--- config.mk ---
export PLATFORM = sky130hd
export DESIGN_NAME = vball_rom_loader
export DESIGN_NICKNAME = d
export VERILOG_FILES = /design/src/rtl/vball_rom_loader.sv
export SDC_FILE = /design/constraint.sdc
export NUM_CORES = 1
export LEC_CHECK = 0
export CORE_MARGIN = 2
export CORE_UTILIZATION = 30
export DETAILED_ROUTE_END_ITERATION = 6
export GPL_ROUTABILITY_DRIVEN = 0
export PLACE_DENSITY_LB_ADDON = 0.25
export SYNTH_ARGS = -nofsm -noshare
export SYNTH_HDL_FRONTEND = slang
export SYNTH_SLANG_ARGS = --single-unit
export TNS_END_PERCENT = 5
--- constraint.sdc ---
create_clock -name clk_sys -period 5.25 [get_ports clk_sys]
set_clock_uncertainty 0.15 [all_clocks]
set_input_delay 1.3125 -clock clk_sys [delete_from_list [all_inputs] [get_ports clk_sys]]
set_output_delay 1.3125 -clock clk_sys [all_outputs]
set_load 0.02 [all_outputs]
--- src/rtl/vball_rom_loader.sv ---
// ioctl download router: index 0 bytes -> CPU/sound BRAM ports or packed 16-bit SDRAM writes, index 254 -> DIP regs.
// BRAM write and sd_req one cycle after strobe; ioctl_wait stalls hps_io until one cycle after sd_ack.
module vball_rom_loader #(
    parameter logic [31:0] CPU_SIZE = 32'h10000,
    parameter logic [31:0] SND_SIZE = 32'h08000,
    parameter logic [31:0] GFX_SIZE = 32'h80000
) (
    input  logic        clk_sys,
    input  logic        reset_n,
    input  logic        ioctl_download,
    input  logic [7:0]  ioctl_index,
    input  logic        ioctl_wr,
    input  logic [24:0] ioctl_addr,
    input  logic [7:0]  ioctl_dout,
    output logic        ioctl_wait,
    output logic        cpu_we,
    output logic [15:0] cpu_addr,
    output logic [7:0]  cpu_data,
    output logic        snd_we,
    output logic [14:0] snd_addr,
    output logic [7:0]  snd_data,
    output logic        sd_req,
    input  logic        sd_ack,
    output logic [18:0] sd_addr,
    output logic [15:0] sd_data,
    output logic [7:0]  dsw0,
    output logic [7:0]  dsw1,
    output logic [7:0]  dsw2,
    output logic [7:0]  dsw3,
    output logic [7:0]  dsw4,
    output logic [7:0]  dsw5,
    output logic [7:0]  dsw6,
    output logic [7:0]  dsw7,
    output logic        done,
    output logic        overflow
);
    localparam logic [31:0] GFX_BASE = CPU_SIZE + SND_SIZE;
    localparam logic [31:0] GFX_END  = GFX_BASE + GFX_SIZE;

    typedef enum logic [2:0] {S_IDLE, S_LOAD, S_WAIT_ACK, S_FLUSH, S_DONE} state_t;

    state_t      state_q, state_d;
    logic        dl_q;
    logic        cpu_we_q, cpu_we_d, snd_we_q, snd_we_d;
    logic [15:0] cpu_addr_q, cpu_addr_d;
    logic [7:0]  cpu_data_q, cpu_data_d, snd_data_q, snd_data_d;
    logic [14:0] snd_addr_q, snd_addr_d;
    logic        sd_req_q, sd_req_d, wait_q, wait_d;
    logic [18:0] sd_addr_q, sd_addr_d, pend_addr_q, pend_addr_d;
    logic [15:0] sd_data_q, sd_data_d;
    logic        pend_q, pend_d;
    logic [7:0]  lo_q, lo_d;
    logic        done_q, done_d, ovf_q, ovf_d;
    logic [7:0]  dsw_q [8];

    logic [31:0] addr32;
    logic        in_cpu, in_snd, in_gfx, rom_wr;
    logic [14:0] snd_off;
    logic [18:0] gfx_off;

    assign addr32  = {7'b0, ioctl_addr};
    assign in_cpu  = addr32 < CPU_SIZE;
    assign in_snd  = !in_cpu && (addr32 < GFX_BASE);
    assign in_gfx  = (addr32 >= GFX_BASE) && (addr32 < GFX_END);
    assign snd_off = 15'(ioctl_addr - 25'(CPU_SIZE));
    assign gfx_off = 19'(ioctl_addr - 25'(GFX_BASE));
    assign rom_wr  = ioctl_wr && (ioctl_index == 8'd0);

    always_comb begin
        state_d     = state_q;
        cpu_we_d    = 1'b0;
        cpu_addr_d  = cpu_addr_q;
        cpu_data_d  = cpu_data_q;
        snd_we_d    = 1'b0;
        snd_addr_d  = snd_addr_q;
        snd_data_d  = snd_data_q;
        sd_req_d    = sd_req_q;
        wait_d      = wait_q;
        sd_addr_d   = sd_addr_q;
        sd_data_d   = sd_data_q;
        pend_d      = pend_q;
        pend_addr_d = pend_addr_q;
        lo_d        = lo_q;
        done_d      = done_q;
        ovf_d       = ovf_q;
        case (state_q)
            S_IDLE: begin
                if (ioctl_download && !dl_q && (ioctl_index == 8'd0)) begin
                    state_d = S_LOAD;
                    done_d  = 1'b0;
                    ovf_d   = 1'b0;
                    pend_d  = 1'b0;
                end
            end
            S_LOAD: begin
                if (!ioctl_download) begin
                    state_d = pend_q ? S_FLUSH : S_DONE;
                end else if (rom_wr) begin
                    if (in_cpu) begin
                        cpu_we_d   = 1'b1;
                        cpu_addr_d = ioctl_addr[15:0];
                        cpu_data_d = ioctl_dout;
                    end else if (in_snd) begin
                        snd_we_d   = 1'b1;
                        snd_addr_d = snd_off;
                        snd_data_d = ioctl_dout;
                    end else if (in_gfx) begin
                        if (!gfx_off[0]) begin
                            lo_d        = ioctl_dout;
                            pend_d      = 1'b1;
                            pend_addr_d = gfx_off;
                        end else begin
                            // An odd byte with no preceding even byte pads the low half with zero.
                            sd_data_d = {ioctl_dout, pend_q ? lo_q : 8'h00};
                            sd_addr_d = {gfx_off[18:1], 1'b0};
                            sd_req_d  = 1'b1;
                            wait_d    = 1'b1;
                            pend_d    = 1'b0;
                            state_d   = S_WAIT_ACK;
                        end
                    end else begin
                        ovf_d = 1'b1;
                    end
                end
            end
            S_WAIT_ACK: begin
                if (sd_ack) begin
                    sd_req_d = 1'b0;
                    wait_d   = 1'b0;
                    if (ioctl_download) state_d = S_LOAD;
                    else                state_d = pend_q ? S_FLUSH : S_DONE;
                end
            end
            S_FLUSH: begin
                if (!sd_req_q) begin
                    sd_req_d  = 1'b1;
                    sd_addr_d = pend_addr_q;
                    sd_data_d = {8'h00, lo_q};
                end else if (sd_ack) begin
                    sd_req_d = 1'b0;
                    pend_d   = 1'b0;
                    state_d  = S_DONE;
                end
            end
            S_DONE: begin
                done_d  = 1'b1;
                state_d = S_IDLE;
            end
            default: state_d = S_IDLE;
        endcase
    end

    always_ff @(posedge clk_sys or negedge reset_n) begin
        if (!reset_n) begin
            state_q     <= S_IDLE;
            dl_q        <= 1'b0;
            cpu_we_q    <= 1'b0;
            cpu_addr_q  <= '0;
            cpu_data_q  <= '0;
            snd_we_q    <= 1'b0;
            snd_addr_q  <= '0;
            snd_data_q  <= '0;
            sd_req_q    <= 1'b0;
            wait_q      <= 1'b0;
            sd_addr_q   <= '0;
            sd_data_q   <= '0;
            pend_q      <= 1'b0;
            pend_addr_q <= '0;
            lo_q        <= '0;
            done_q      <= 1'b0;
            ovf_q       <= 1'b0;
            for (int i = 0; i < 8; i++) dsw_q[i] <= 8'hFF;
        end else begin
            state_q     <= state_d;
            dl_q        <= ioctl_download;
            cpu_we_q    <= cpu_we_d;
            cpu_addr_q  <= cpu_addr_d;
            cpu_data_q  <= cpu_data_d;
            snd_we_q    <= snd_we_d;
            snd_addr_q  <= snd_addr_d;
            snd_data_q  <= snd_data_d;
            sd_req_q    <= sd_req_d;
            wait_q      <= wait_d;
            sd_addr_q   <= sd_addr_d;
            sd_data_q   <= sd_data_d;
            pend_q      <= pend_d;
            pend_addr_q <= pend_addr_d;
            lo_q        <= lo_d;
            done_q      <= done_d;
            ovf_q       <= ovf_d;
            // DIP bytes are captured in any state and never stall hps_io.
            if (ioctl_wr && (ioctl_index == 8'd254) && (ioctl_addr[24:3] == 22'd0))
                dsw_q[ioctl_addr[2:0]] <= ioctl_dout;
        end
    end

    assign ioctl_wait = wait_q;
    assign cpu_we     = cpu_we_q;
    assign cpu_addr   = cpu_addr_q;
    assign cpu_data   = cpu_data_q;
    assign snd_we     = snd_we_q;
    assign snd_addr   = snd_addr_q;
    assign snd_data   = snd_data_q;
    assign sd_req     = sd_req_q;
    assign sd_addr    = sd_addr_q;
    assign sd_data    = sd_data_q;
    assign done       = done_q;
    assign overflow   = ovf_q;
    assign dsw0 = dsw_q[0];
    assign dsw1 = dsw_q[1];
    assign dsw2 = dsw_q[2];
    assign dsw3 = dsw_q[3];
    assign dsw4 = dsw_q[4];
    assign dsw5 = dsw_q[5];
    assign dsw6 = dsw_q[6];
    assign dsw7 = dsw_q[7];
endmodule

After elaboration in Yosys (flattened, before gate mapping)
Cells that the tools add are included.

Add/subtract/negate cells: 2. Bitwise gates (word level): 4. Mux-type cells: 69. $lt $le $gt $ge: 6. Equality and inequality tests: 22. Reduce and logical (&&, ||, !) cells: 29.

Operator list (number): two-way mux 19 bit (7); two-way mux 16 bit (7); bitwise mux 64 bit (1); < comparator 25 x 17 -> 1 bit, second input constant (2); case mux 19 bit (2 select lines) (1); two-way mux 3 bit (12); case mux 16 bit (2 select lines) (1); two-way mux 1 bit (31); greater-or-equal comparator 25 x 17 -> 1 bit, second input constant (1); < comparator 25 x 20 -> 1 bit, second input constant (1); demux 8 bit (select 3 bit) (1); != test 2 bit, second input constant (12); AND reduction 8 bit (3); logical NOT 22 bit (1); subtractor 19 x 17 -> 19 bit, second input constant (1); AND reduction 9 bit (2); two-way mux 8 bit (2); != test 3 bit, second input constant (5); subtractor 15 x 1 -> 15 bit, second input constant (1); AND reduction 7 bit (2); case mux 3 bit (4 select lines) (1); == test 8 bit, second input constant (1); logical AND 1 bit (8); logical NOT 8 bit (1); other kinds (16) (27).

Flip-flop bits (word level): 183. Input bits: 46. Logic and storage cells: 157.

Longest topological paths before layout
Gate-level depths: netlist of run 1.

Word-level depth: 8. Depth in mapped cells: 8. Mapped depth without buffers: 7.

Worst setup path before layout of run 1
OpenSTA, ideal clock, no wires.

Path kind: input-to-reg. From: input ioctl_addr[22]. To: register sd_addr_q[10] (netlist: sd_addr[10]). Cell stages on the path: 6. Library setup time: 125 ps. Required time: 4975 ps. Path slack: 1821 ps. Arrival time: 3154 ps. Cell sequence: or4_1 > nor4_2 > a41o_1 > nand2_1 > clkbuf_1 > mux2_2.

Longest elaborated chain between the ends: 5. Elaborated cells between the ends (all ways): 11. Classes of those cells: 4 x order compare; 3 x eq/ne; 4 x reduce/logical.

RTL lines: start: declaration (RTL line 13) `input logic [24:0] ioctl_addr,`; < comparator 25 x 17 -> 1 bit (RTL line 62) `assign in_cpu = addr32 < CPU_SIZE;`; logical NOT 1 bit (RTL line 63) `assign in_snd = !in_cpu && (addr32 < GFX_BASE);`; logical AND 1 bit (RTL line 63); != test 2 bit (no line); AND reduction 8 bit (no line) *; end signal: assignment (RTL line 184) `sd_addr_q <= sd_addr_d;`; end: declaration (RTL line 49) `logic [18:0] sd_addr_q, sd_addr_d, pend_addr_q, pend_addr_d;`.

Every way passes the cells marked *; elsewhere a longest branch is shown, timed or not. A chain may end at the register's enable or synchronous reset.

Final worst setup path of run 1
From: input ioctl_addr[11]. To: register dsw_q, in the netlist dsw3[1].

Longest elaborated chain between the ends: 2.

RTL lines: logical NOT 22 bit (RTL line 192) `if (ioctl_wr && (ioctl_index == 8'd254) && (ioctl_addr[24:3] == 22'd0))`; logical AND 1 bit (RTL line 192); end signal: indexed assignment (RTL line 193) `dsw_q[ioctl_addr[2:0]] <= ioctl_dout;`; end: declaration (RTL line 54) `logic [7:0] dsw_q [8];`.

No other way between the ends.

==> results of run 1 <==
logic make-up after synthesis:
logic type / after synthesis / share of synthesized area [%]
flip-flops: 182 / 60.8
multiplexers: 169 / 24.9
AND/OR/NAND/NOR: 86 / 7.11
AO/OA/AOI/OAI: 43 / 4.53
buffers and inverters: 37 / 2.00
adder cells (fa/ha/maj): 2 / 0.328
XOR/XNOR: 2 / 0.230
other: 1 / 0.0492
worst min-delay path by stage:
stage,startpoint,endpoint,slack [ns],cells after the start
after CTS,pend_addr_q[17],pend_addr_q[17],0.34,2
after detailed placement,pend_addr_q[17],pend_addr_q[17],0.33,2
final,pend_addr_q[17],pend_addr_q[17],0.34,2
after global routing,sd_data[5],sd_data[5],0.36,1
after floorplan,pend_addr_q[17],pend_addr_q[17],0.30,2
after global placement,pend_addr_q[15],pend_addr_q[15],0.31,2
sequential cells by signal, summed over array words and instances (netlist names), 15 cells and up:
name / count
snd_addr: 15
sd_data: 16
pend_addr_q: 18
sd_addr: 18
cpu_addr: 16
layout by cell type (no fill, tap or decap), types with 2 or more instances in the layout:
| cell | n |
|---|---|
| inv_6 | 4 |
| nor2b_1 | 5 |
| dfstp_2 | 64 |
| ha_1 | 2 |
| a21bo_2 | 17 |
| clkinv_2 | 3 |
| nor3b_4 | 2 |
| inv_1 | 5 |
| buf_4 | 8 |
| mux2_2 | 166 |
| nand2b_1 | 5 |
| a21oi_1 | 5 |
| clkbuf_16 | 18 |
| or4_1 | 2 |
| nor4_1 | 5 |
| a31oi_1 | 2 |
| clkinv_4 | 2 |
| clkdlybuf4s50_1 | 195 |
| nand3_1 | 7 |
| nand3b_1 | 3 |
| dfrtp_1 | 118 |
| nor4_2 | 4 |
| nand4_1 | 19 |
| and4_1 | 2 |
| o21ai_0 | 7 |
| clkbuf_8 | 2 |
| nor2_1 | 7 |
| a21boi_0 | 2 |
| nand2_1 | 15 |
| mux2i_1 | 2 |
final cells by class:
class,instances,area (um2)
Fill cell,2320,14500
Sequential cell,182,4630
Multi-Input combinational cell,303,2850
Timing Repair Buffer,205,2040
Clock buffer,21,482
Tap cell,330,413
Clock inverter,11,85.1
Inverter,5,18.8
metal layers:
layer | share of wire, % | global-route usage (%)
met4 | 2.3 | 5.71
met2 | 52 | 27.0
met3 | 4.0 | 3.45
met1 | 42 | 18.9
met5 | 0 | 0
power groups by stage:
stage               Clock (mW)  Sequential [mW]  Combinational (mW)
floorplan                    0             1.45              0.0329
global placement             0             1.44               0.151
detailed placement           0             1.44               0.154
CTS                       1.28             1.42               0.154
global route              1.33             1.42               0.163
finish                    1.24             1.42               0.149
metrics by stage:
stage / std cells / instance area, um2 / power (mW) / utilization, % / hold slack, ns
after detailed placement: 1025 / 9960 / 1.60 / 39.8 / 0.326
after CTS: 1057 / 10500 / 2.85 / 42.1 / 0.342
after global routing: 1057 / 10500 / 2.91 / 42.1 / 0.358
after floorplan: 522 / 7620 / 1.48 / - / 0.300
after global placement: 1025 / 9960 / 1.59 / 39.8 / 0.315
final: 1057 / 10500 / 2.80 / 42.1 / 0.335
critical path, cell delays in order:
cell and delay [ns]:
clkdlybuf4s50_1 0.48, nor4_1 0.63, nand4_1 0.23, or4_1 0.66, nor3b_4 0.47, mux2_2 0.39
==> results.cfg, run 1 <==
[setup_path]
crit_type = input pin to register
r2r-start = state_q[0]
arrival_ns = 4.18
r2r_slack_ns = 2.54
cp-endpoint = dsw3[1]
worst_setup_path_start_kind = input pin
cp-startpoint = ioctl_addr[11]
r2r_cells = 6
required_ns = 5.44
path_max_fanout = 8
critPathCaptureType = register
r2r_end = cpu_addr[7]

[die]
initial_utilization_pct = 30.4
dieHeight_um = 163
die_w_um = 163
core_area_um2 = 25000
die_area_um2 = 26700
row_count = 58
ios = 198

[logic_synthesis]
synth_top_area_cell = dfrtp_1
synth_common_cells = 166 x mux2_2, 118 x dfrtp_1, 64 x dfstp_2, 22 x clkbuf_1, 19 x nand4_1
synth_seq_area_share_pct = 60.8
synth.distinct_cells = 49
synth_area_um2 = 7620
synth_warnings = 0
synthFlopType = dfrtp_1
synth_area_per_cell_um2 = 14.6
ys_seq_elements = 182
synth_edf_count = 0
ys_top_cells_by_area = dfrtp_1 39%, mux2_2 25%, dfstp_2 22%, a21bo_2 2.2%, nand4_1 1.6%
synth-async-reset-ratio_pct = 100
syn_nets = 570
synthCells = 522
yosys.area.top_type_share_pct = 38.7
synth.most_common_cell = mux2_2

[grt]
grt_overflow = 0
grt_max_degree = 101
antenna_found_initial = 0
grt_pass1_vias = 5397
grt_pass1_wl_mm = 31.5
grt.total_usage_pct = 15.6

[clock_tree]
htreeDepth = 4
root_buffer = clkbuf_16
cts_tree = built
cts_hold_buffers = 0
post_cts_buffers = 0
cts.path.max_buffers = 2
numCtsBuffers = 17
post_cts_resized = 0
clock-sinks = 182
path_clk_slew_ns = 0.07
clk_latency_ns = 0.42

[sta]
final_max_slew_viol_count = 0
period_share_pct = 76.1
hold_viol_final = 0
period_minus_slack_ns = 3.99
rsz0062_at_grt = no
final.setup.tns_ns = 0
setup_viol = 0
fmax_ghz = 0.250
fin_ws_ns = 1.26
relSlewSlack_pct = 36.5
tightest_slew_ns = 0.952

[drt]
dr.pass1.iters = 4
vias = 5016
routedWlPerCell_um = 19.3
avgViaCountPerCell = 4.75
drc_errors = 0
drtAntennaViolNets = 0
wl_mm = 20.4
drtIter0Drc = 126

[finish]
areaGrowthSynthToFinish_pct = 38.2
nets = 762
drive_above_1_share_pct = 41.0
diodes = 0

[power_and_ir_drop]
p_sw_share_pct = 23.6
clockPowerShare_pct = 44.2
pwr-share-seq_pct = 50.5
leakagePower_nw = 4.61
pwr-share-comb_pct = 5.3
ir_drop_v = 0.000156
intPower_mw = 2.14
switching_power_mw = 0.663
power_density_nw_per_um2 = 266

[outcome]
status = complete, no violations

[placed_design]
pre_cts_ws_ns = 0.816
io_buffers = 196
dp_hpwl_mm = 14.2

[run]
drv_cap = 0

[worst_hold_path]
hold_path_class = register to register
Power figures use the tool's default switching activity.
==> run 2: changes to the inputs <==
Clock period 5.25 ns to 4 ns, I/O delays scaled along.
==> run 2 against run 1 <==
  * Sequential share of layout area down 0.38 points
  * Clock power up 30%
  * Hold slack better by 0.0025 ns
  * Critical path depth rose by 2
  * Register-to-register slack got worse by 1.0 ns
  * Combinational power is 35% higher
  * Wire length up 1.4%
  * Clock-buffer cell count fell by 4
  * Non-clock buffer count increased by 11
  * Die area did not move
  * Final cell count is 1.0% higher
  * Critical endpoint unchanged
  * Largest power group unchanged
  * Highest routed layer unchanged
==> results.cfg, run 2 (same netlist as run 1, synthesis figures left out) <==
[die]
row_count = 58
ios = 198
core_area_um2 = 25000
die_w_um = 163
initial_utilization_pct = 30.4
die_area_um2 = 26700
dieHeight_um = 163

[worst_hold_path]
hold_path_end = pend_addr_q[15]
hold_path_class = register to register
holdPathStages = 2
hp-start = pend_addr_q[15]

[placed_design]
pre_cts_ws_ns = -0.114
io_buffers = 196
dp.cells = 1036
dp_hpwl_mm = 14.7

[setup_path]
r2r_slack_ns = 1.52
crit_type = input pin to register
critPathCaptureType = register
r2r_cells = 5
path_max_fanout = 8
arrival_ns = 3.86
worst_setup_path_start_kind = input pin
required_ns = 4.20
r2r-start = state_q[1]
r2r_end = sd_addr[7]

[drt]
drc_errors = 0
routedWlPerCell_um = 19.4
vias = 5058
drtAntennaViolNets = 0
dr.pass1.iters = 5
avgViaCountPerCell = 4.74
wl_mm = 20.7
drtIter0Drc = 177

[clock_tree]
numCtsBuffers = 17
clock-sinks = 182
post_cts_buffers = 0
cts.path.max_buffers = 2
path_clk_slew_ns = 0.07
cts_tree = built
root_buffer = clkbuf_16
clk_latency_ns = 0.43
cts_hold_buffers = 0
htreeDepth = 4
post_cts_resized = 0

[sta]
tightest_slew_ns = 0.745
fmax_ghz = 0.273
hold_viol_final = 0
relSlewSlack_pct = 50.2
period_share_pct = 91.6
period_minus_slack_ns = 3.66
rsz0062_at_grt = no
final_max_slew_viol_count = 0
setup_viol = 0
fin_ws_ns = 0.337

[finish]
drive_above_1_share_pct = 41.9
final_common_cell = clkdlybuf4s50_1
diodes = 0
nets = 773
areaGrowthSynthToFinish_pct = 39.4
fin_cells = 1068
final_cell_mix = 195 x clkdlybuf4s50_1, 166 x mux2_2, 118 x dfrtp_1

[grt]
grt.total_usage_pct = 16.0
grt_max_degree = 87
grt_pass1_wl_mm = 32.3
grt_overflow = 0
antenna_found_initial = 0
grt_pass1_vias = 5532

[power_and_ir_drop]
ir_drop_v = 0.000230
leakagePower_nw = 4.65
power_mw = 3.67
power_density_nw_per_um2 = 345

[outcome]
status = complete, no violations

[run]
drv_cap = 0
[run 2: cell count changes in the layout (fill, tap and decap cells not counted), sizes merged]
cell,previous run,this run
buf,10,21
clkbuf,21,17
clkinvlp,0,3
inv,11,12
[run 2: metal layers]
| layer | GRT usage (%) | wire (um) | up-vias |
|---|---|---|---|
| met1 | 19.1 | 8450 | 2619 |
| met2 | 28.0 | 11000 | 112 |
| met3 | 3.83 | 855 | 28 |
| met4 | 5.39 | 401 | 0 |
| met5 | 0 | 0 | - |
| li1 | - | - | 2299 |
[run 2: report_power, final]
group	leakage (nW)	total, mW	internal [mW]	switching [mW]
Sequential	2.30	1.86	1.85	0.00604
Clock	0.267	1.61	0.822	0.785
Combinational	2.09	0.201	0.0837	0.117
[run 2: worst max-delay path, cell delays in order]
cell,delay [ns]
clkdlybuf4s50_1,0.50
nor4_1,0.56
buf_4,0.21
nand4_1,0.12
or4_1,0.45
buf_4,0.20
nor3b_4,0.41
mux2_2,0.39
[run 2: stage by stage]
step	hold WS (ns)	utilization (%)	TNS (ns)	area [um2]
2_1_floorplan	0.300	-	0	7620
3_3_place_gp	0.315	40.2	-0.0357	10100
3_5_place_dp	0.325	40.2	-2.44	10100
4_1_cts	0.343	42.4	0	10600
5_1_grt	0.362	42.4	0	10600
6_report	0.338	42.4	0	10600
[run 2: worst max-delay path by stage]
stage | start | to | slack, ns | cells past startpoint
floorplan | ioctl_addr[22] | sd_addr[10] | 0.88 | 6
global placement | ioctl_addr[12] | dsw3[5] | -0.006 | 8
detailed placement | ioctl_addr[12] | dsw3[4] | -0.11 | 8
CTS | ioctl_addr[12] | dsw3[1] | 0.35 | 8
global route | ioctl_addr[12] | dsw3[1] | 0.18 | 8
finish | ioctl_addr[12] | dsw3[1] | 0.34 | 8
[run 2: area by class of cell]
cell class              count  area [um2]
flip-flops and latches    182        4630
clock buffers              17         425
multi-input cells         303        2850
clock inverters            15         138
repair buffers            216        2140
well taps                 330         413
inverters                   5        18.8
fillers                  2373       14400
